--- src/rtl/id_hazard_ctrl_if.sv ---
// Hazard-control bus between the ID stage (hazard inputs) and the pipeline
// control (enables, flushes, forward selects, stall statistics).
interface id_hazard_ctrl_if #(parameter int CNT_W = 16);
  logic             th1;
  logic             th2_1;
  logic             th2_2;
  logic             ex_is_load;
  logic             mem_is_load;
  logic             branch_taken;
  logic             pc_we;
  logic             ifid_we;
  logic             ifid_flush;
  logic             idex_flush;
  logic [1:0]       fwd_a_sel;
  logic [1:0]       fwd_b_sel;
  logic [CNT_W-1:0] stall_cnt;
  logic             ld_wait;

  modport master (
    output th1, th2_1, th2_2, ex_is_load, mem_is_load, branch_taken,
    input  pc_we, ifid_we, ifid_flush, idex_flush, fwd_a_sel, fwd_b_sel,
           stall_cnt, ld_wait
  );

  modport slave (
    input  th1, th2_1, th2_2, ex_is_load, mem_is_load, branch_taken,
    output pc_we, ifid_we, ifid_flush, idex_flush, fwd_a_sel, fwd_b_sel,
           stall_cnt, ld_wait
  );
endinterface

--- src/rtl/id_hazard_ctrl.sv ---
// ID-stage hazard controller: stalls on EX/MEM dependences for early branch
// resolution, selects MEM forwarding, and counts stall cycles.
module id_hazard_ctrl #(
  parameter int CNT_W = 16
) (
  input  logic              clk,
  input  logic              rst,
  id_hazard_ctrl_if.slave   bus
);

  typedef enum logic {RUN, LD_WAIT} state_t;

  state_t           r_state;
  state_t           w_state;
  state_t           w_next;
  logic             w_stall;
  logic [CNT_W-1:0] r_stall_cnt;

  function automatic logic [CNT_W-1:0] sat_inc(input logic [CNT_W-1:0] v);
    return (v == {CNT_W{1'b1}}) ? v : v + 1'b1;
  endfunction

  // Reset forces the combinational view to RUN so outputs are clean during rst.
  always_comb begin
    w_state = rst ? RUN : r_state;
    w_stall = (w_state == LD_WAIT) | bus.th1 |
              ((bus.th2_1 | bus.th2_2) & bus.mem_is_load);
    w_next  = w_state;
    case (w_state)
      RUN:     if (bus.th1 && bus.ex_is_load) w_next = LD_WAIT;
      LD_WAIT: w_next = RUN;
      default: w_next = RUN;
    endcase
  end

  always_comb begin
    bus.pc_we      = 1'b1;
    bus.ifid_we    = 1'b1;
    bus.idex_flush = 1'b0;
    bus.ifid_flush = 1'b0;
    bus.fwd_a_sel  = 2'b00;
    bus.fwd_b_sel  = 2'b00;
    if (w_stall) begin
      bus.pc_we      = 1'b0;
      bus.ifid_we    = 1'b0;
      bus.idex_flush = 1'b1;
    end else begin
      bus.ifid_flush = bus.branch_taken;
      bus.fwd_a_sel  = bus.th2_1 ? 2'b01 : 2'b00;
      bus.fwd_b_sel  = bus.th2_2 ? 2'b01 : 2'b00;
    end
    bus.ld_wait   = (w_state == LD_WAIT);
    bus.stall_cnt = r_stall_cnt;
  end

  always_ff @(posedge clk) begin
    if (rst) begin
      r_state     <= RUN;
      r_stall_cnt <= '0;
    end else begin
      r_state <= w_next;
      if (w_stall) r_stall_cnt <= sat_inc(r_stall_cnt);
    end
  end

endmodule

--- src/flat_wrapper.sv ---
// flat-port wrapper written by rule: the top's interface ports become plain ports
module id_hazard_ctrl_flat 
#(
  parameter int CNT_W = 16
)
  (clk, rst, bus_th1, bus_th2_1, bus_th2_2, bus_ex_is_load, bus_mem_is_load, bus_branch_taken, bus_pc_we, bus_ifid_we, bus_ifid_flush, bus_idex_flush, bus_fwd_a_sel, bus_fwd_b_sel, bus_stall_cnt, bus_ld_wait);
  id_hazard_ctrl_if #(.CNT_W(CNT_W)) bus_i ();
  input  logic clk;
  input  logic rst;
  input wire logic [$bits(bus_i.th1)-1:0] bus_th1;
  input wire logic [$bits(bus_i.th2_1)-1:0] bus_th2_1;
  input wire logic [$bits(bus_i.th2_2)-1:0] bus_th2_2;
  input wire logic [$bits(bus_i.ex_is_load)-1:0] bus_ex_is_load;
  input wire logic [$bits(bus_i.mem_is_load)-1:0] bus_mem_is_load;
  input wire logic [$bits(bus_i.branch_taken)-1:0] bus_branch_taken;
  output wire logic [$bits(bus_i.pc_we)-1:0] bus_pc_we;
  output wire logic [$bits(bus_i.ifid_we)-1:0] bus_ifid_we;
  output wire logic [$bits(bus_i.ifid_flush)-1:0] bus_ifid_flush;
  output wire logic [$bits(bus_i.idex_flush)-1:0] bus_idex_flush;
  output wire logic [$bits(bus_i.fwd_a_sel)-1:0] bus_fwd_a_sel;
  output wire logic [$bits(bus_i.fwd_b_sel)-1:0] bus_fwd_b_sel;
  output wire logic [$bits(bus_i.stall_cnt)-1:0] bus_stall_cnt;
  output wire logic [$bits(bus_i.ld_wait)-1:0] bus_ld_wait;
  assign bus_i.th1 = bus_th1;
  assign bus_i.th2_1 = bus_th2_1;
  assign bus_i.th2_2 = bus_th2_2;
  assign bus_i.ex_is_load = bus_ex_is_load;
  assign bus_i.mem_is_load = bus_mem_is_load;
  assign bus_i.branch_taken = bus_branch_taken;
  assign bus_pc_we = bus_i.pc_we;
  assign bus_ifid_we = bus_i.ifid_we;
  assign bus_ifid_flush = bus_i.ifid_flush;
  assign bus_idex_flush = bus_i.idex_flush;
  assign bus_fwd_a_sel = bus_i.fwd_a_sel;
  assign bus_fwd_b_sel = bus_i.fwd_b_sel;
  assign bus_stall_cnt = bus_i.stall_cnt;
  assign bus_ld_wait = bus_i.ld_wait;
  id_hazard_ctrl #(.CNT_W(CNT_W)) u_core (.clk(clk), .rst(rst), .bus(bus_i));
endmodule
--- config.mk ---
export PLATFORM = sky130hd
export DESIGN_NAME = id_hazard_ctrl_flat
export DESIGN_NICKNAME = d
export VERILOG_FILES = /design/src/rtl/id_hazard_ctrl_if.sv /design/src/rtl/id_hazard_ctrl.sv /design/src/flat_wrapper.sv
export SDC_FILE = /design/constraint.sdc
export NUM_CORES = 1
export LEC_CHECK = 0
export CAP_MARGIN = 25
export CORE_MARGIN = 3
export CORE_UTILIZATION = 48
export CTS_CLUSTER_SIZE = 8
export DETAILED_ROUTE_END_ITERATION = 12
export GPL_TIMING_DRIVEN = 0
export PLACE_DENSITY = 0.83
export SKIP_LAST_GASP = 1
export SYNTH_ARGS = -nofsm -noshare
export SYNTH_HDL_FRONTEND = slang
export SYNTH_SLANG_ARGS = --single-unit
export TNS_END_PERCENT = 1
--- constraint.sdc ---
create_clock -name clk -period 3.1 [get_ports clk]
set_input_delay 0.62 -clock clk [delete_from_list [all_inputs] [get_ports clk]]
set_output_delay 0.62 -clock clk [all_outputs]
set_load 0.005 [all_outputs]
==> Word level (Yosys, flattened, before mapping) <==
Index checks and enable logic that the tools add are counted.
{ "op_classes": {"n_eq_ne": 1, "mux": 10, "bitwise_logic": 6, "add_sub_neg": 1, "n_reduce_logical": 2} }
{ "ops": {"columns": ["cell", "n"], "rows": [
  ["16-bit by 1-bit adder with 16-bit output (second input constant)", 1],
  ["16-bit equality test (second input constant)", 1],
  ["1-bit 2-to-1 mux", 7],
  ["2-bit 2-to-1 mux", 2],
  ["1-bit OR", 3],
  ["1-bit inverter", 2],
  ["1-bit one-hot mux with 2 select lines", 1],
  ["2-bit AND reduction", 1],
  ["1-bit AND", 1],
  ["1-bit logical AND", 1]
]} }
{ "word_totals": {"output_inout_bits": 25, "input_bits": 8, "word_cells": 22, "ff_bits": 17} }

==> Logic depth before layout (Yosys ltp) <==
{ "depth": {"word_depth": 4, "mapped_depth": 6, "ltp_nobuf": 5} }

==> Worst setup path after synthesis <==
Ideal clock, no wire load.
{ "synth_path": {"kind": "input to output", "from": "input rst", "to": "output bus_fwd_a_sel[0]", "t_required_ns": 2.480, "path_buffers": 2, "arrival_time_ns": 1.620, "path_slack_ns": 0.860, "stages": 5, "path_cell_list": "buf_2 nor2b_4 nor3_2 buf_2 and2_1"} }
{ "synth_via": {"elab_chain_cells": 4} }
{ "synth_rtl": {"columns": ["element", "line", "source"], "rows": [
  ["start: declaration", "flat_wrapper.sv:9", "input logic rst;"],
  ["1-bit 2-to-1 mux", "id_hazard_ctrl.sv:25", "w_state = rst ? RUN : r_state;"],
  ["via bus_ld_wait", "flat_wrapper.sv:23", "output wire logic [$bits(bus_i.ld_wait)-1:0] bus_ld_wait;"],
  ["1-bit OR (2 in a row)", "id_hazard_ctrl.sv:26", "w_stall = (w_state == LD_WAIT) | bus.th1 |"],
  ["2-bit 2-to-1 mux", "id_hazard_ctrl.sv:43", "if (w_stall) begin"],
  ["end: declaration", "flat_wrapper.sv:20", "output wire logic [$bits(bus_i.fwd_a_sel)-1:0] bus_fwd_a_sel;"]
]} }
The timed path passes the listed nets, and every way through them passes these cells.

==> Worst setup path in the final report <==
{ "layout_path": {"from": "input bus_th2_2", "to": "output bus_ifid_flush"} }
{ "layout_via": {"elab_chain_cells": 4} }
{ "layout_rtl": {"columns": ["element", "line", "source"], "rows": [
  ["start: declaration", "flat_wrapper.sv:12", "input wire logic [$bits(bus_i.th2_2)-1:0] bus_th2_2;"],
  ["1-bit OR", "id_hazard_ctrl.sv:27", "((bus.th2_1 | bus.th2_2) & bus.mem_is_load);"],
  ["1-bit AND", "id_hazard_ctrl.sv:27", null],
  ["1-bit OR", "id_hazard_ctrl.sv:26", null],
  ["1-bit 2-to-1 mux", "id_hazard_ctrl.sv:43", null],
  ["end: declaration", "flat_wrapper.sv:18", "output wire logic [$bits(bus_i.ifid_flush)-1:0] bus_ifid_flush;"]
]} }
No other way between the ends.

==> run_results.csv <==
group,metric,value,unit
status,outcome,"finished, final reports clean",
sta,fmax,336,MHz
critical_path,cp_max_fo,11,
critical_path,worstSetupStartpointType,"input pin",
cts,cts.clk_slew.worst_paths,0.11,ns
layout,finalNetCount,159,
yosys,yosys.area_share.simple,33.6,%
pwr,p_int,306,uW
routing,drt_first_iter_violations,30,
yosys,synth_xor_area_share,0,%
yosys,synth_cells,114,
layout,fin_cells,174,
sta,relSlewSlack,66.1,%
pwr,finalPower,409,uW
floorplan,row_count,15,
global_routing,grtUsageTotal,22.1,%
critical_path,path_buf_inv,3,
placed_design,place_ws,-0.212,ns
pwr,clkPwrFrac,29.6,%
yosys,synth_compound_area_share,23.6,%
floorplan,core,0.00186,mm^2
sta,final.setup.worst_slack,0.121,ns
sta,finalCritPeriodShare,96.1,%
yosys,synth.area.top_cells,"dfxtp_1, a21oi_1, nand4_1, o31ai_1, or4_1",
yosys,ys_seq_area_share,33.8,%
critical_path,worstSetupPathType,"in2out",
critical_path,path_cells,"clkdlybuf4s50_1 -> o21a_1 -> nor3_4 -> buf_4 -> and2_1 -> clkdlybuf4s50_1",
yosys,synth_top_family_by_area,"simple AND/OR/NAND/NOR gates",
cts,cts_tree,"yes",
cts,cts_sinks,17,
global_routing,antenna_found_initial,0,
sta,holdWs,0.427,ns
cts,cts-root-buf,"clkbuf_4",
yosys,yosys.area.top_type,"dfxtp_1",
layout,antenna_cells,0,
placed_design,hpwl,1970,um
floorplan,die_area,0.00268,mm^2
sta,clock_skew,0.0106,ns
yosys,ys_seq_elements,17,
routing,drc,0,
floorplan,die_h,51.8,um
critical_path,crit_path_end_kind,"output port",
critical_path,worstPathArrival,2.36,ns
routing,wl_per_cell,15.4,um
cts,htreeDepth,1,
global_routing,grt_pass1_wl,4500,um
pwr,power_frac_comb,14.7,%
pwr,vdd_ir_drop_max,0.176,mV
placed_design,place.gp.congestion,0.839,
routing,drt-total-wl,2670,um
sta,setup_viol_count_final,0,
cts,cts_hold_buf,0,
yosys,ys_types,40,
layout,syn_to_final_growth,36.6,%
yosys,synth_top_area_share,33.8,%
yosys,synth_warnings,0,
cts,cts_buffer_depth,2,
job,drv_cap,0,
sta,slew_viol_final,0,
sta,rsz0062_at_grt,"no",
placed_design,portBuffers,29,
sta,tightest_slew,0.505,ns
critical_path,crit_required,2.48,ns
routing,drtAntennaViolNets,0,
global_routing,grt-ovfl-total,0,
critical_path,critPathMaxStageDelay,0.50,ns
critical_path,crit_slowest_cell,"clkdlybuf4s50_1",
routing,dr.pass1.iters,4,
cts,clkLatencyLatePin,0.29,ns
cts,numCtsBuffers,3,
global_routing,grt_max_degree,12,
floorplan,die_w,51.8,um
sta,hold_violations,0,
yosys,yosys_most_used_dff,"dfxtp_1",
worst_hold_path,holdCritPathClass,"reg2reg",
global_routing,grt_pass1_vias,1062,
pwr,p_seq_share,55.7,%
floorplan,start_util,54.1,%
floorplan,ios,33,
yosys,synth_common_cells,"dfxtp_1, a21oi_1, nand3_1",
placed_design,placedCellCount,169,
pwr,pwr_density_cell,297,mW/mm^2
yosys,synth.most_common_cell,"dfxtp_1",
critical_path,critPathTopFamily,"buffers and inverters",
routing,viasPerCell,6.21,
yosys,synth_edf_count,0,
yosys,netlist_area,0.00101,mm^2
sta,tns,0,ns
routing,vias,1081,
layout,drive_above_1_share,15.4,%
pwr,power_leakage,0.445,nW
yosys,synthMuxAreaShare,1.12,%
sta,finalWorstPathRequiredPeriod,2.98,ns
yosys,synth.avg_cell_area,8.82,um^2
yosys,ys_async_sr_fraction,0,%
yosys,synthAdderAreaFrac,1.24,%
pwr,switchingPower,103,uW
critical_path,crit_top_cell,"clkdlybuf4s50_1",
pwr,swShare,25.1,%
[per-stage QoR]
stage | utilization (%) | cell area (um^2)
6_report | 73.9 | 1370
5_1_grt | 73.9 | 1370
4_1_cts | 73.8 | 1370
3_5_place_dp | 71.6 | 1330
3_3_place_gp | 71.6 | 1330
2_1_floorplan | - | 1010
[sequential cells by signal, summed over array words and instances, names as in the netlist]
name and flops:
u_core.r_state 1, u_core.bus.stall_cnt 16
[metal layers]
| layer | wire [um] | vias to the layer above | track usage, % |
|---|---|---|---|
| met3 | 221 | 4 | 4.58 |
| met1 | 1150 | 497 | 25.0 |
| met2 | 1260 | 65 | 38.3 |
| met4 | 36 | 0 | 12.2 |
| li1 | - | 515 | - |
| met5 | 0 | - | 0 |
[power by group through the flow]
stage / Sequential [mW] / Clock, mW / Combinational, mW
final: 0.228 / 0.121 / 0.0600
after global routing: 0.228 / 0.136 / 0.0666
after CTS: 0.227 / 0.123 / 0.0596
after detailed placement: 0.232 / 0 / 0.0566
after global placement: 0.231 / 0 / 0.0545
after floorplan: 0.231 / 0 / 0.0258
[final cells by class]
cell class              count  area (um^2)
multi-input cells          87          613
fillers                   136          484
flip-flops and latches     17          340
repair buffers             30          298
plain buffers               7         50.0
well taps                  25         31.3
clock buffers               4         26.3
inverters                   4         15.0
[cells by family after synthesis]
logic type      Yosys count
simple gates             51
compound gates           32
flops                    17
buf+inv                  11
mux                       1
fa+ha+maj                 1
other cells               1
[cell usage in the layout (no fill, tap or decap), types with 2 or more instances in the layout]
| cell | count |
|---|---|
| o311ai_0 | 2 |
| or2_2 | 4 |
| nor2_1 | 2 |
| or4_1 | 5 |
| o41ai_1 | 3 |
| dfxtp_1 | 17 |
| o21ai_0 | 5 |
| conb_1 | 2 |
| buf_4 | 5 |
| clkbuf_4 | 3 |
| clkbuf_1 | 2 |
| inv_1 | 4 |
| nor3_1 | 4 |
| o31ai_1 | 5 |
| and2_1 | 3 |
| nand2_1 | 4 |
| and3_1 | 3 |
| nand4_1 | 6 |
| clkdlybuf4s50_1 | 29 |
| a21oi_1 | 10 |
| o21a_1 | 2 |
| nand3_1 | 7 |
| nor4_1 | 3 |
[worst reg2reg max path: cells and delay by family (launching register included)]
family | cells | cell delay, ns
AND/OR/NAND/NOR | 3 | 0.83
multiplexers | 1 | 0.33
flip-flops | 1 | 0.45
adder cells (fa/ha/maj) | 1 | 0.27
[path summary, 6_finish.rpt]
check,start,slack [ns],end,depth (start not counted)
max reg2reg,u_core.bus.stall_cnt[0],1.13,u_core.bus.stall_cnt[11],5
max,bus_th2_2,0.12,bus_ifid_flush,6
min reg2reg,u_core.r_state,0.43,u_core.r_state,1
min,u_core.r_state,0.43,u_core.r_state,1
[what timing repair did]
action | in CTS | in global routing
setup buffers | 1 | 0
pin swaps | 1 | 0
gates resized for setup | 1 | 2
hold endpoints to repair | 0 | 0
endpoints found under the setup margin | 5 | 3
Power figures use the tool's default switching activity.
